## src/rtl/flash_tick_dir_gen_if.sv

```systemverilog
// Bundle of key inputs and flasher-control outputs for flash_tick_dir_gen.
//   key_dir, key_speed, key_pause : raw active-low push-buttons (0 = pressed)
//   dir                           : 0 = left-to-right, 1 = right-to-left
//   clk_bps                       : one-clock-wide step strobe
//   speed                         : current speed level 0..3
//   paused                        : 1 = strobes suppressed
// master = board/key side (drives keys, observes controls)
// slave  = the generator (samples keys, drives controls)
interface flash_tick_dir_gen_if;
  logic       key_dir;
  logic       key_speed;
  logic       key_pause;
  logic       dir;
  logic       clk_bps;
  logic [1:0] speed;
  logic       paused;

  modport master (
    output key_dir, key_speed, key_pause,
    input  dir, clk_bps, speed, paused
  );

  modport slave (
    input  key_dir, key_speed, key_pause,
    output dir, clk_bps, speed, paused
  );
endinterface

```

## src/rtl/flash_tick_dir_gen.sv

```systemverilog
// LED flasher front-end: synchronises and debounces three raw buttons and
// produces the dir level, the clk_bps step strobe, a 4-level speed setting
// and a run/pause state. All outputs are registers in the clk domain.
// Ports:
//   clk  : system clock
//   rst  : asynchronous, active-low reset
//   bus  : flash_tick_dir_gen_if.slave (keys in, dir/clk_bps/speed/paused out)
// Parameters:
//   TICK_DIV : clk cycles per step at speed 0 (>= 8)
//   DB_CNT   : consecutive stable cycles needed to accept a key change
//   CNT_W    : tick counter width, 2**CNT_W > TICK_DIV
module flash_tick_dir_gen #(
  parameter int TICK_DIV = 25_000_000,
  parameter int DB_CNT   = 1_000_000,
  parameter int CNT_W    = 25
) (
  input  logic                 clk,
  input  logic                 rst,
  flash_tick_dir_gen_if.slave  bus
);

  localparam int              DB_W       = $clog2(DB_CNT + 1);
  localparam logic [DB_W-1:0] DB_LAST    = DB_W'(DB_CNT - 1);
  localparam logic [DB_W-1:0] DB_ONE     = DB_W'(1);
  localparam logic [CNT_W-1:0] TICK_DIV_C = CNT_W'(TICK_DIV);
  localparam logic [CNT_W-1:0] CNT_ONE    = CNT_W'(1);

  // Key index: 0 = dir, 1 = speed, 2 = pause
  localparam int K_DIR   = 0;
  localparam int K_SPEED = 1;
  localparam int K_PAUSE = 2;

  logic [2:0]            key_raw;
  logic [2:0]            key_p0;
  logic [2:0]            key_p1;
  logic [2:0]            level;
  logic [2:0][DB_W-1:0]  db_cnt;
  logic [2:0]            press;

  logic                  dir_q;
  logic [1:0]            speed_q;
  logic                  paused_q;
  logic                  bps_q;
  logic [CNT_W-1:0]      tcnt;
  logic [CNT_W-1:0]      p_last;
  logic                  run;

  // Last count value of a step period at the given speed: (TICK_DIV >> spd) - 1
  function automatic logic [CNT_W-1:0] period_last(input logic [1:0] spd);
    return (TICK_DIV_C >> spd) - CNT_ONE;
  endfunction

  assign key_raw = {bus.key_pause, bus.key_speed, bus.key_dir};

  // Stage p0/p1: two-flop synchroniser, idles at released (1)
  always_ff @(posedge clk or negedge rst) begin
    if (!rst) begin
      key_p0 <= 3'b111;
      key_p1 <= 3'b111;
    end else begin
      key_p0 <= key_raw;
      key_p1 <= key_p0;
    end
  end

  // Debounce: a level change is accepted on the edge where the synchronised
  // value has differed for DB_CNT consecutive cycles.
  always_ff @(posedge clk or negedge rst) begin
    if (!rst) begin
      level  <= 3'b111;
      db_cnt <= '0;
    end else begin
      for (int i = 0; i < 3; i++) begin
        if (key_p1[i] == level[i]) begin
          db_cnt[i] <= '0;
        end else if (db_cnt[i] == DB_LAST) begin
          level[i]  <= key_p1[i];
          db_cnt[i] <= '0;
        end else begin
          db_cnt[i] <= db_cnt[i] + DB_ONE;
        end
      end
    end
  end

  // A press is the accepted 1->0 transition; actions fire on that same edge.
  always_comb begin
    press = '0;
    for (int i = 0; i < 3; i++) begin
      press[i] = level[i] && !key_p1[i] && (db_cnt[i] == DB_LAST);
    end
  end

  always_ff @(posedge clk or negedge rst) begin
    if (!rst) begin
      dir_q    <= 1'b0;
      speed_q  <= 2'd0;
      paused_q <= 1'b0;
    end else begin
      if (press[K_DIR])   dir_q    <= ~dir_q;
      if (press[K_SPEED]) speed_q  <= speed_q + 2'd1;
      if (press[K_PAUSE]) paused_q <= ~paused_q;
    end
  end

  // Counting follows the post-edge pause state: entering pause freezes on the
  // press edge, leaving pause counts on the press edge.
  assign run    = ~(paused_q ^ press[K_PAUSE]);
  assign p_last = period_last(speed_q);

  always_ff @(posedge clk or negedge rst) begin
    if (!rst) begin
      tcnt  <= '0;
      bps_q <= 1'b0;
    end else if (press[K_SPEED]) begin
      // Speed change restarts the period and overrides a coincident strobe
      tcnt  <= '0;
      bps_q <= 1'b0;
    end else if (!run) begin
      bps_q <= 1'b0;
    end else if (tcnt == p_last) begin
      tcnt  <= '0;
      bps_q <= 1'b1;
    end else begin
      tcnt  <= tcnt + CNT_ONE;
      bps_q <= 1'b0;
    end
  end

  assign bus.dir     = dir_q;
  assign bus.clk_bps = bps_q;
  assign bus.speed   = speed_q;
  assign bus.paused  = paused_q;

endmodule

```

## src/flat_wrapper.sv

```systemverilog
// flat-port wrapper written by rule: the top's interface ports become plain ports
module flash_tick_dir_gen_flat 
#(
  parameter int TICK_DIV = 25_000_000,
  parameter int DB_CNT   = 1_000_000,
  parameter int CNT_W    = 25
)
  (clk, rst, bus_key_dir, bus_key_speed, bus_key_pause, bus_dir, bus_clk_bps, bus_speed, bus_paused);
  flash_tick_dir_gen_if bus_i ();
  input  logic clk;
  input  logic rst;
  input wire logic [$bits(bus_i.key_dir)-1:0] bus_key_dir;
  input wire logic [$bits(bus_i.key_speed)-1:0] bus_key_speed;
  input wire logic [$bits(bus_i.key_pause)-1:0] bus_key_pause;
  output wire logic [$bits(bus_i.dir)-1:0] bus_dir;
  output wire logic [$bits(bus_i.clk_bps)-1:0] bus_clk_bps;
  output wire logic [$bits(bus_i.speed)-1:0] bus_speed;
  output wire logic [$bits(bus_i.paused)-1:0] bus_paused;
  assign bus_i.key_dir = bus_key_dir;
  assign bus_i.key_speed = bus_key_speed;
  assign bus_i.key_pause = bus_key_pause;
  assign bus_dir = bus_i.dir;
  assign bus_clk_bps = bus_i.clk_bps;
  assign bus_speed = bus_i.speed;
  assign bus_paused = bus_i.paused;
  flash_tick_dir_gen #(.TICK_DIV(TICK_DIV), .DB_CNT(DB_CNT), .CNT_W(CNT_W)) u_core (.clk(clk), .rst(rst), .bus(bus_i));
endmodule
```

## config.mk

```make
export PLATFORM = sky130hd
export DESIGN_NAME = flash_tick_dir_gen_flat
export DESIGN_NICKNAME = d
export VERILOG_FILES = /design/src/rtl/flash_tick_dir_gen_if.sv /design/src/rtl/flash_tick_dir_gen.sv /design/src/flat_wrapper.sv
export SDC_FILE = /design/constraint.sdc
export NUM_CORES = 1
export LEC_CHECK = 0
export CAP_MARGIN = 30
export CORE_MARGIN = 5
export CORE_UTILIZATION = 40
export DETAILED_ROUTE_END_ITERATION = 12
export GPL_TIMING_DRIVEN = 0
export HOLD_SLACK_MARGIN = 0.02
export SLEW_MARGIN = 20
export SYNTH_ARGS = -nofsm -noshare
export SYNTH_HDL_FRONTEND = slang
export SYNTH_SLANG_ARGS = --single-unit
```

## constraint.sdc

```tcl
create_clock -name clk -period 2.9 [get_ports clk]
set_input_delay 0.435 -clock clk [delete_from_list [all_inputs] [get_ports clk]]
set_output_delay 0.435 -clock clk [all_outputs]
set_load 0.1 [all_outputs]
```

After elaboration in Yosys (flattened, before gate mapping):

Cells that the tools add are included.

* register bits after elaboration: 99
* bits of input ports: 5
* output and inout bits: 5
* word-level logic and storage cells: 58

* add/subtract/negate cells: 6
* eq/ne operators: 8
* shift operators: 1
* muxes and demuxes: 12
* bitwise operators: 6
* reductions and logical operators: 12

Operators by type and width (count)
* 20-bit two-way mux: 6
* 25-bit two-way mux: 3
* 20-bit by 1-bit adder with 20-bit output (second input constant): 3
* 20-bit == test (second input constant): 3
* 25-bit by 1-bit adder with 25-bit output (second input constant): 1
* 25-bit == test: 1
* 25-bit by 2-bit right shift with 25-bit output (first input constant): 1
* 25-bit by 1-bit subtractor with 25-bit output (second input constant): 1
* 1-bit logical AND: 6
* 2-bit AND reduction: 3
* 1-bit NOT: 5
* 1-bit == test: 3
* 1-bit logical NOT: 3
* 1-bit two-way mux: 3
* 2-bit by 1-bit adder with 2-bit output (second input constant): 1
* 2-bit by 1-bit != test with 1-bit output (second input constant): 1
* 1-bit XOR: 1

Longest topological paths before layout:

* depth in word-level cells: 6
* mapped depth: 12
* gate-level depth less buffers: 10

Least setup slack after synthesis:

No wires, ideal clock.

* path type: flip-flop to flip-flop
* start point: register u_core.speed_q[0], in the netlist u_core.bus.speed[0]
* end point: register u_core.tcnt[12]
* library setup time: 126 ps
* arrival: 3190 ps
* data required time: 2774 ps
* slack: -416 ps
* cell stages (with the launch flop): 13
* buffers on the path: 2
* clock period less this slack: 3316 ps
* path through: dfrtp_1 -> inv_1 -> ha_1 -> inv_1 -> ha_1 -> nor2b_1 -> nor4bb_1 -> nor3_1 -> o41ai_4 -> or2_1 -> buf_2 -> buf_6 -> o21ai_0

* cells in the longest elaborated chain, start to end: 6

RTL lines
* start, declared: RTL line flash_tick_dir_gen.sv:41 `logic [1:0] speed_q;`
* start signal, assigned: RTL line flash_tick_dir_gen.sv:101 `if (press[K_SPEED]) speed_q <= speed_q + 2'd1;`
* 25-bit by 2-bit right shift with 25-bit output: RTL line flash_tick_dir_gen.sv:50 `return (TICK_DIV_C >> spd) - CNT_ONE;`
* 25-bit by 1-bit subtractor with 25-bit output: RTL line flash_tick_dir_gen.sv:50
* 25-bit == test: RTL line flash_tick_dir_gen.sv:121 `end else if (tcnt == p_last) begin`
* 25-bit two-way mux: RTL line flash_tick_dir_gen.sv:121
* 25-bit two-way mux: RTL line flash_tick_dir_gen.sv:119 `end else if (!run) begin`
* 25-bit two-way mux: RTL line flash_tick_dir_gen.sv:115 `end else if (press[K_SPEED]) begin`
* end signal, assigned: RTL line flash_tick_dir_gen.sv:125 `tcnt <= tcnt + CNT_ONE;`
* end, declared: RTL line flash_tick_dir_gen.sv:44 `logic [CNT_W-1:0] tcnt;`

No other way between the ends. The select of a mux whose other input is x is not followed.
A chain may end at the register's enable or synchronous reset.

Final worst setup path:

* start point: register u_core.speed_q[0], in the netlist u_core.bus.speed[0]
* end point: register u_core.tcnt[20]

Same word-level chain as after synthesis.

==> results.yml <==
sta:
  finClkSkew_ns: 0.00914
  min_period_ns: 2.73
  tightest_slew_ns: 0.969
  setup_violations: 0
  whs_ns: 0.359
  period_share: 0.942
  max_slew_margin: 0.352
  hold_violations: 0
  max_freq_ghz: 0.366
  slew_violations: 0
  rsz0062_at_grt: "false"
synthesis:
  synth_area_sq_um: 5310
  synth_edf_count: 0
  ys_warn_count: 0
  seq_area_frac_synth: 0.469
  ys_ff_latch: 99
  syn_avg_cell_area_sq_um: 9.88
  ys_types: 64
  synthArstFlopShare: 1.00
  synth_nets: 557
  syn_inst: 537
  ys.flop_type: "dfrtp_1"
final_layout:
  drive_gt1_frac: 0.118
  fin_area_sq_um: 6040
  regArea_sq_um: 2490
  utilization: 0.460
  nNetsFinal: 582
  n_antenna_cell: 0
  area_delta_synth_final_pct: 13.7
  fillers: 1265
  multi_input_area_sq_um: 2730
pwr:
  p_int_mw: 2.12
  p_comb_frac: 0.028
  power_mw: 2.73
  power.share.sequential: 0.516
  swShare: 0.224
  p_leak_nw: 2.60
  power_switching_mw: 0.611
  irDropWorstVdd_v: 0.000370
  power.density_nw_per_um2: 453
  clockPowerShare: 0.456
worst_setup_path:
  crit_type: "register to register"
  cp_max_fo: 10
  critPathMaxStageDelay_ns: 0.52
  crit_chain: "inv_2 -> ha_1 -> or3b_2 -> o22ai_1 -> o32ai_1 -> o31ai_4 -> clkbuf_2 -> nor2_1 -> a221o_1"
  endpoint_kind: "register"
  cp.required_ns: 3.14
  startpoint_type: "register"
  critical_path.slowest_cell: "dfrtp_4"
  cp.arrival_ns: 2.97
floorplanning:
  dieHeight_microns: 125
  core_sq_um: 13100
  initial_core_util: 0.404
  dieWidth_microns: 125
  fp.dieArea_sq_um: 15700
  pin_count: 10
  rows: 42
clocking:
  cts_buffer_depth: 2
  cts_htree_levels: 3
  ctsRootBufferMaster: "clkbuf_16"
  tritoncts: "yes"
  insertion_delay_ns: 0.36
  clk_pin_slew_worst_paths_ns: 0.07
  cts_sinks: 99
  cts_made_buffers: 9
detailed_routing:
  vias_per_cell: 5.24
  ant_nets: 0
  post-route-drc-count: 0
  vias: 3893
  wl_per_cell_microns: 14.3
  first_iter_violations: 202
  dr.pass1.iters: 5
  finalWirelength_microns: 10600
place:
  io_buffers: 9
  placed_cell_area_sq_um: 5650
  dpl.hpwl_microns: 7340
  place.gp.congestion: 0.821
hold_path:
  hold_path.class: "register to register"
global_routing:
  grt_use_total: 0.145
  antenna_found_initial: 0
  grt_overflow: 0
  grt_max_degree: 78
  grt_pass1_wl_microns: 18800
  first_global_vias: 3854
outcome:
  status: "complete, no violations"
job:
  maxCapViolCount: 0
==> flip-flops by register name, summed over array words and instances, names as in the netlist <==
| signal | cells |
|---|---|
| u_core.db_cnt | 60 |
| u_core.tcnt | 25 |
| u_core.key_p0 | 3 |
| u_core.key_p1 | 3 |
| u_core.level | 3 |
| u_core.bus.speed | 2 |
| u_core.bus.clk_bps | 1 |
| u_core.bus.dir | 1 |
| u_core.bus.paused | 1 |
==> placed cells by master (no fill, tap or decap), types with 4 or more instances in the layout <==
cell | synthesis | final
dfrtp_1 | 90 | 88
nor2_1 | 79 | 79
nand2_1 | 51 | 51
nand3_1 | 40 | 40
xor2_1 | 37 | 37
xnor2_1 | 25 | 25
nand4_1 | 20 | 20
o2bb2a_1 | 15 | 15
ha_1 | 15 | 15
inv_1 | 15 | 14
and3_1 | 13 | 13
o31ai_1 | 12 | 12
nor3_1 | 13 | 11
clkbuf_16 | 0 | 9
dfstp_2 | 9 | 9
clkdlybuf4s50_1 | 0 | 8
o21ai_0 | 7 | 7
or3_1 | 6 | 6
nor4_1 | 6 | 5
clkbuf_1 | 5 | 5
and4_1 | 5 | 5
or2_2 | 4 | 4
buf_6 | 3 | 4
==> repair_timing <==
| action | 4_1_cts | 5_1_grt |
|---|---|---|
| endpoints found under the setup margin | 14 | 23 |
| hold buffers | 1 | 0 |
| hold endpoints to repair | 22 | 0 |
| pin swaps | 2 | 2 |
| gates resized for setup | 2 | 6 |
| setup buffers | 3 | 0 |
==> power by group through the flow <==
stage,Sequential [mW],Combinational [mW],Clock [mW]
after CTS,1.41,0.0806,1.30
final,1.41,0.0765,1.25
after detailed placement,1.44,0.0793,0
after global routing,1.41,0.0910,1.35
after floorplan,1.43,0.0317,0
after global placement,1.44,0.0729,0
==> path summary, 6_finish.rpt <==
path,slack (ns),endpoint,start,cells past startpoint
min in group asynchronous,0.49,u_core.db_cnt[25],rst,2
min reg2reg,0.36,u_core.key_p1[2],u_core.key_p0[2],0
min,0.36,u_core.key_p1[2],u_core.key_p0[2],0
max,0.17,u_core.tcnt[20],u_core.bus.speed[0],9
max reg2reg,0.17,u_core.tcnt[20],u_core.bus.speed[0],9
max in group asynchronous,1.72,u_core.level[0],rst,3
==> Yosys cell counts, types with 7 or more instances <==
library cell	count	area, sq um
o2bb2a_1	15	150
dfrtp_1	90	2250
and3_1	13	81.3
ha_1	15	188
dfstp_2	9	236
nand4_1	20	125
nor3_1	13	65.1
nor2_1	79	297
xnor2_1	25	219
inv_1	15	56.3
o31ai_1	12	90.1
o21ai_0	7	35.0
nand3_1	40	200
xor2_1	37	324
nand2_1	51	191
==> cell families after synthesis <==
| logic type | Yosys count | synth area share |
|---|---|---|
| fa+ha+maj | 15 | 0.0354 |
| compound gates | 57 | 0.0955 |
| mux | 3 | 0.00636 |
| buf+inv | 28 | 0.0250 |
| simple gates | 273 | 0.267 |
| flops | 99 | 0.469 |
| xor+xnor | 62 | 0.102 |
==> worst max-delay path, delay by kind of cell (launching register included) <==
family,cells,cell delay (ns)
AOI/OAI and AO/OA,4,0.89
and+or+nand+nor,2,0.54
DFF,1,0.52
buffers and inverters,2,0.38
adders and majority gates,1,0.29
==> layout make-up <==
cell class                 count  share of cell area
multi-input combinational    410               0.452
sequential                    99               0.413
clock buffer                  10              0.0396
tap                          176              0.0365
timing repair buffer          14              0.0251
buffer                        13              0.0131
clock inverter                 6              0.0118
inverter                      15             0.00933
==> layer usage <==
metal  vias to the layer above  part of all wire  track usage
li1                       1947                 -            -
met1                      1869              0.48        0.196
met2                        64              0.46        0.227
met3                        13             0.039       0.0358
met4                         0             0.016       0.0529
met5                         -                 0            0
==> metrics by stage <==
step	setup slack, ns	instances	setup TNS, ns
6_report	0.168	743	0
3_5_place_dp	-0.265	723	-2.13
3_3_place_gp	-3.08	722	-227.44
2_1_floorplan	0.0650	537	0
5_1_grt	0.000521	743	0
4_1_cts	0.0392	743	0
(Power assumes the default switching activity.)
